File: src/rtl/axis_64to32.sv
// axis_64to32: splits 64-bit AXI-Stream beats into 32-bit words,
// low word first, with half-beat TKEEP and per-packet SRCDEST.
module axis_64to32 #(
  parameter int USER_WIDTH = 32,
  parameter int CNT_WIDTH  = 16
) (
  input  logic                  AXIS_ACLK,
  input  logic                  AXIS_ARESETN,
  input  logic                  S_AXIS_TVALID,
  output logic                  S_AXIS_TREADY,
  input  logic [63:0]           S_AXIS_TDATA,
  input  logic [1:0]            S_AXIS_TKEEP,
  input  logic                  S_AXIS_TLAST,
  input  logic [USER_WIDTH-1:0] S_AXIS_TUSER,
  output logic                  M_AXIS_TVALID,
  input  logic                  M_AXIS_TREADY,
  output logic [31:0]           M_AXIS_TDATA,
  output logic                  M_AXIS_TLAST,
  output logic [USER_WIDTH-1:0] M_AXIS_TUSER,
  output logic [USER_WIDTH-1:0] SRCDEST,
  output logic [CNT_WIDTH-1:0]  PKT_CNT
);

  typedef enum logic [1:0] {
    EMPTY,
    LO,
    HI
  } state_e;

  state_e                state_q, state_d;
  logic [63:0]           data_q;
  logic                  keep1_q;
  logic                  last_q;
  logic                  sop_q;
  logic [USER_WIDTH-1:0] tuser_q;
  logic [USER_WIDTH-1:0] srcdest_q;
  logic [CNT_WIDTH-1:0]  cnt_q, cnt_d;

  logic final_half;
  logic s_xfr;
  logic m_xfr;

  // Low keep bit carries no information: the low word is always present.
  logic unused_keep0;
  assign unused_keep0 = S_AXIS_TKEEP[0];

  assign final_half = (state_q == HI) |
                      ((state_q == LO) & ~keep1_q);

  assign M_AXIS_TVALID = (state_q != EMPTY);
  assign S_AXIS_TREADY = (state_q == EMPTY) |
                         (final_half & M_AXIS_TREADY);

  assign s_xfr = S_AXIS_TVALID & S_AXIS_TREADY;
  assign m_xfr = M_AXIS_TVALID & M_AXIS_TREADY;

  assign M_AXIS_TDATA = (state_q == HI) ? data_q[63:32]
                                        : data_q[31:0];
  assign M_AXIS_TUSER = tuser_q;
  assign SRCDEST      = srcdest_q;
  assign PKT_CNT      = cnt_q;

  // Output TLAST: a half-filled last beat ends on its low word.
  always_comb begin
    M_AXIS_TLAST = 1'b0;
    unique case (state_q)
      LO:      M_AXIS_TLAST = last_q & ~keep1_q;
      HI:      M_AXIS_TLAST = last_q;
      default: M_AXIS_TLAST = 1'b0;
    endcase
  end

  // Next state: walk LO -> HI per beat, refill when final half leaves.
  always_comb begin
    state_d = state_q;
    unique case (state_q)
      EMPTY: begin
        if (s_xfr) state_d = LO;
      end
      LO: begin
        if (m_xfr) begin
          if (keep1_q)    state_d = HI;
          else if (s_xfr) state_d = LO;
          else            state_d = EMPTY;
        end
      end
      HI: begin
        if (m_xfr) state_d = s_xfr ? LO : EMPTY;
      end
      default: state_d = EMPTY;
    endcase
  end

  // Packet counter advances on each delivered last word.
  always_comb begin
    cnt_d = cnt_q;
    if (m_xfr & M_AXIS_TLAST) cnt_d = cnt_q + 1'b1;
  end

  // State register.
  always_ff @(posedge AXIS_ACLK or negedge AXIS_ARESETN) begin
    if (!AXIS_ARESETN) state_q <= EMPTY;
    else               state_q <= state_d;
  end

  // Beat buffer and sideband capture on each accepted input beat.
  always_ff @(posedge AXIS_ACLK or negedge AXIS_ARESETN) begin
    if (!AXIS_ARESETN) begin
      data_q    <= '0;
      keep1_q   <= 1'b0;
      last_q    <= 1'b0;
      tuser_q   <= '0;
      srcdest_q <= '0;
      sop_q     <= 1'b1;
    end else if (s_xfr) begin
      data_q  <= S_AXIS_TDATA;
      keep1_q <= S_AXIS_TKEEP[1];
      last_q  <= S_AXIS_TLAST;
      tuser_q <= S_AXIS_TUSER;
      sop_q   <= S_AXIS_TLAST;
      if (sop_q) srcdest_q <= S_AXIS_TUSER;
    end
  end

  // Completed-packet counter register.
  always_ff @(posedge AXIS_ACLK or negedge AXIS_ARESETN) begin
    if (!AXIS_ARESETN) cnt_q <= '0;
    else               cnt_q <= cnt_d;
  end

endmodule

File: config.mk
export PLATFORM = sky130hd
export DESIGN_NAME = axis_64to32
export DESIGN_NICKNAME = d
export VERILOG_FILES = /design/src/rtl/axis_64to32.sv
export SDC_FILE = /design/constraint.sdc
export NUM_CORES = 1
export LEC_CHECK = 0
export CORE_ASPECT_RATIO = 1.75
export CORE_MARGIN = 1.5
export CORE_UTILIZATION = 27
export CTS_BUF_LIST = sky130_fd_sc_hd__clkbuf_4 sky130_fd_sc_hd__clkbuf_8 sky130_fd_sc_hd__clkbuf_16
export DETAILED_ROUTE_END_ITERATION = 10
export PLACE_DENSITY = 0.6
export SLEW_MARGIN = 0
export SYNTH_ARGS = -nofsm -noshare
export SYNTH_HDL_FRONTEND = slang
export SYNTH_SLANG_ARGS = --single-unit
export TNS_END_PERCENT = 1
File: constraint.sdc
create_clock -name AXIS_ACLK -period 3.2 [get_ports AXIS_ACLK]
set_clock_uncertainty 0.05 [all_clocks]
set_input_delay 0.32 -clock AXIS_ACLK [delete_from_list [all_inputs] [get_ports AXIS_ACLK]]
set_output_delay 0.32 -clock AXIS_ACLK [all_outputs]
set_load 0.02 [all_outputs]
### Word level (Yosys, flattened, before mapping)

Cells that the tools add are included.

* reduce and logical (&&, ||, !) cells: 4
* mux-type cells: 8
* bitwise logic cells: 9
* add/sub/neg operators: 1
* eq/ne operators: 5

Operators by type and width (number)
* 32-bit 2-to-1 mux: 1
* 16-bit by 1-bit adder with 16-bit output (second input constant): 1
* 2-bit 2-to-1 mux: 4
* 1-bit bitwise AND: 6
* 2-bit != test (second input constant): 3
* 2-bit one-hot mux with 3 select lines: 1
* 3-bit AND reduction: 1
* 2-bit by 1-bit == test with 1-bit output (second input constant): 1
* 2-bit == test (second input constant): 1
* 2-bit logical NOT: 1
* 1-bit bitwise OR: 2
* 1-bit one-hot mux with 2 select lines: 1
* 2-bit AND reduction: 1
* 2-bit nonzero test: 1
* 1-bit 2-to-1 mux: 1
* 1-bit inverter: 1

* word-level logic and storage cells: 35
* flip-flop bits (word level): 149
* output and inout port bits: 115
* input bits: 103

### Logic depth before layout (Yosys ltp)

* word-level depth: 10
* mapped depth: 9
* mapped depth without buffers: 6

### Worst setup path before layout

No wires, ideal clock.

* path type: register to register
* from: register state_q[0]
* to: register tuser_q[0] (netlist: M_AXIS_TUSER[0])
* data required time: 3.025 ns
* data arrival time: 1.822 ns
* library setup time: 0.125 ns
* setup slack: 1.203 ns
* buffers on the path: 3
* clock period less this slack: 1.997 ns
* stages on the path, launching flop included: 10
* path through: dfrtp_1 inv_1 ha_1 buf_4 inv_2 a21bo_4 a21boi_4 buf_12 buf_12 mux2_4

* longest elaborated chain between the ends: 6
* elaborated cells between the ends (all ways): 8
* classes of those cells: eq/ne (2); bitwise (5); reduce/logical (1)

RTL lines
* start: declaration: line 30 `state_e state_q, state_d;`
* start signal: assignment: line 103 `else state_q <= state_d;`
* 2-bit by 1-bit == test with 1-bit output: line 48 `((state_q == LO) & ~keep1_q);`
* 1-bit bitwise AND: line 48
* 1-bit bitwise OR: line 47 `assign final_half = (state_q == HI) |`
* 1-bit bitwise AND: line 52 `(final_half & M_AXIS_TREADY);`
* 1-bit bitwise OR (*): line 51 `assign S_AXIS_TREADY = (state_q == EMPTY) |`
* 1-bit bitwise AND (*): line 54 `assign s_xfr = S_AXIS_TVALID & S_AXIS_TREADY;`
* end signal: assignment: line 112 `tuser_q <= '0;`
* end signal: assignment: line 119 `tuser_q <= S_AXIS_TUSER;`
* end: declaration: line 35 `logic [USER_WIDTH-1:0] tuser_q;`

Every way passes the cells marked *; elsewhere a longest branch is shown, timed or not.
A chain may end at the register's enable or synchronous reset.

### Worst setup path after layout

* from: register state_q[0]
* to: output M_AXIS_TDATA[28]

* longest elaborated chain between the ends: 2

RTL lines
* 2-bit == test: line 57 `assign M_AXIS_TDATA = (state_q == HI) ? data_q[63:32]`
* 32-bit 2-to-1 mux: line 57
* end: declaration: line 17 `output logic [31:0] M_AXIS_TDATA,`

No other way between the ends.

==> metrics.txt <==
Slew Limit Headroom=51.0%; Nets=736; post-CTS resize count=0; combinational family with the most area after synthesis=multiplexers; Clk Latency, worst-skew pair=0.44 ns; final hold vios=0; Setup violations, final=0; Tightest Pin Transition=around 0.73 ns; Hold Crit Class=in -> async; Max clock buf depth=2; Num Clock Sinks=149; Bufs and invs on worst path=3; Antenna Nets Post-Route=0; Mapped Nets=511; RePlAce Congestion=0.785; Max Freq=0.352 GHz; CP Class=reg -> out; DRC violations left=0; post-DR vias/cell=4.34; I/O pins=218; Slew Limit Fails=0; Yosys warnings=0; H-tree depth=4; WP data arrival=2.47 ns; mux contribution to synthesized area=32.7%; share of post-route cells with drive strength above 1=33.1%; Initial Utilization=27.4%; pwr dens=1060 mW/mm²; final worst path period share=88.8%; Die X-Extent=123 µm; total CTS buffers=17; CP max stage delay=0.57 ns; Synth Area in XOR/XNOR=1.95%; count of port buffers added during placement=between 200 and 250; max-cap violations=0; CTS clock-pin slew for the worst setup and hold paths=roughly 0.06 ns; FP Rows=76; worst r2r path cells=7; largest net degree at the start of global routing=77; CP Capture Type=primary output; DR vias=4141; EDFF count, synth=0; reg2reg end=data_q[59]; DP HPWL=around 12000 µm; clock root cell=clkbuf_16; GRT Total Usage=13.2%; RR Startpoint=state_q[0]; synthesized area per cell=16.7 µm²; 1st-pass router iterations=4; Largest delay share family, worst path=buffers and inverters; Final Instance Area=~0.0098 mm²; Yosys cell types=33; Reg2Reg Setup Slack=between 0.7 and 0.8 ns; Critical Path Fanout Max=28; die footprint=0.0260 mm²; Primary FF master, synth=dfrtp_1; vias in the first global route=4841; Synth Area in Simple Gates=between 3 and 4%; Area Overhead vs Synth=44.9%; startpoint type of the worst setup path=flip-flop; unrepaired setup endpoints after global routing=false; total gr overflow=0; Mapped Area=0.00675 mm²; Leak=4.18 nW; compound-cell area share of the yosys netlist=between 1.5 and 2%; CTS tree=done; Placed Area=0.00915 mm²; Final Routed Wirelength=16500 µm; WL per Instance=17.3 µm; critical path, cell by cell=inv_1 -> ha_2 -> buf_12 -> mux2_2 -> clkdlybuf4s50_1; minimum clock period=2.84 ns; outcome=complete, no violations; antenna violations before repair=1; Starting DRT DRC Count=between 100 and 150; core footprint=roughly 0.025 mm²; post-synthesis adder-cell area fraction=0.927%; Async SR Flop Fraction=100%; first-pass GRT wire length=25800 µm; Critical Path RT=2.83 ns; Total Negative Setup Slacks=0 ns; hold slack final=about 0.39 ns; crit path max-delay cell type=clkdlybuf4s50_1; Die Y=about 210 µm; Post-Syn Instances=a little over 400; Seq cells post-synth=149; maximum vdd drop=0.000699 V; register area share after synthesis=between 50% and 60%
state kept, by name (all words and copies together) (netlist names):
signal	flops
keep1_q	1
sop_q	1
data_q	64
state_q	2
last_q	1
SRCDEST	32
PKT_CNT	16
M_AXIS_TUSER	32
power by group:
group	leakage (nW)	switching (mW)	internal [mW]
Sequential	1.78	0.507	2.77
Clock	0.290	0.805	1.28
Combinational	2.12	2.14	2.88
timing repair:
item | 4_1_cts | 5_1_grt
endpoints found under the setup margin | 0 | 0
buffers inserted | 0 | 0
endpoints found under the hold margin | 74 | 0
hold buffers | 1 | 0
through the flow:
stage                     setup WS, ns  utilization, %  cells  total power [mW]
after CTS                        0.296            39.7    953              10.6
after global routing             0.266            39.7    954              10.9
after global placement           0.731            37.1    920              8.26
after floorplan                   1.20               -    403              6.47
final                            0.358            39.7    954              10.4
after detailed placement         0.703            37.1    920              8.37
per-layer routing:
metal	vias to the layer above	track usage, %	share of wire, %
li1	1880	-	-
met3	22	4.94	7.6
met1	2083	13.4	38
met5	-	0	0
met4	0	7.30	3.0
met2	156	23.1	52
placed cells by master, fill, tap and decap left out, types with 2 or more instances in the layout:
master           netlist  final
clkbuf_8               0      3
bufinv_16              0      3
buf_12                11      4
clkinv_2               0      3
nand2_1               14     14
ha_1                   5      4
xor2_1                 4      4
mux2_4                99     99
nor3_1                 2      2
mux2_2                63     63
clkbuf_16              0     17
nor2_1                 4      4
buf_4                  4      3
clkinvlp_4             0      5
dfrtp_1              148    148
a21oi_1                3      3
nand3_1                5      5
xnor2_1               11     11
nand4_1                5      5
clkdlybuf4s50_1        0    215
and3_1                 2      2
inv_1                  4      4
worst max path at each step:
| stage | depth (start not counted) | slack, ns | endpoint | start |
|---|---|---|---|---|
| floorplan | 9 | 1.20 | M_AXIS_TUSER[0] | state_q[0] |
| global placement | 7 | 0.73 | data_q[21] | state_q[0] |
| detailed placement | 7 | 0.70 | data_q[57] | state_q[0] |
| CTS | 5 | 0.30 | M_AXIS_TDATA[18] | state_q[0] |
| global route | 5 | 0.27 | M_AXIS_TDATA[18] | state_q[0] |
| finish | 5 | 0.36 | M_AXIS_TDATA[28] | state_q[0] |
cells in the mapped netlist, types with 2 or more instances:
master | count | share of area, %
a21oi_1 | 3 | 0.22
and3_1 | 2 | 0.19
buf_12 | 11 | 3.3
buf_4 | 4 | 0.45
clkbuf_1 | 3 | 0.17
dfrtp_1 | 148 | 55
ha_1 | 5 | 0.93
inv_1 | 4 | 0.22
mux2_2 | 63 | 11
mux2_4 | 99 | 22
nand2_1 | 14 | 0.78
nand3_1 | 5 | 0.37
nand4_1 | 5 | 0.46
nor2_1 | 4 | 0.22
nor3_1 | 2 | 0.15
xnor2_1 | 11 | 1.4
xor2_1 | 4 | 0.52
layout make-up:
type	instances	area (µm²)
timing repair buffer	224	2280
clock buffer	20	467
clock inverter	12	151
tap	312	390
antenna	1	2.50
multi-input combinational	231	2740
inverter	5	18.8
sequential	149	3730
fill	2337	14900
worst register-to-register path, cell delays in order, from the launching register on:
cell,delay (ns)
dfrtp_1,0.42
inv_1,0.10
ha_2,0.32
inv_2,0.14
a21bo_4,0.26
a21boi_4,0.34
buf_12,0.33
mux2_4,0.42
cell families (layout without fill, tap and decap cells):
| kind of cell | Yosys count | in the layout |
|---|---|---|
| AOI/OAI and AO/OA | 10 | 10 |
| xor gates and xnor gates | 15 | 15 |
| adders and majority gates | 5 | 5 |
| buffers and inverters | 23 | 261 |
| DFF | 149 | 149 |
| muxes | 163 | 163 |
| other | 0 | 1 |
| and+or+nand+nor | 38 | 38 |
Power figures use the tool's default switching activity.
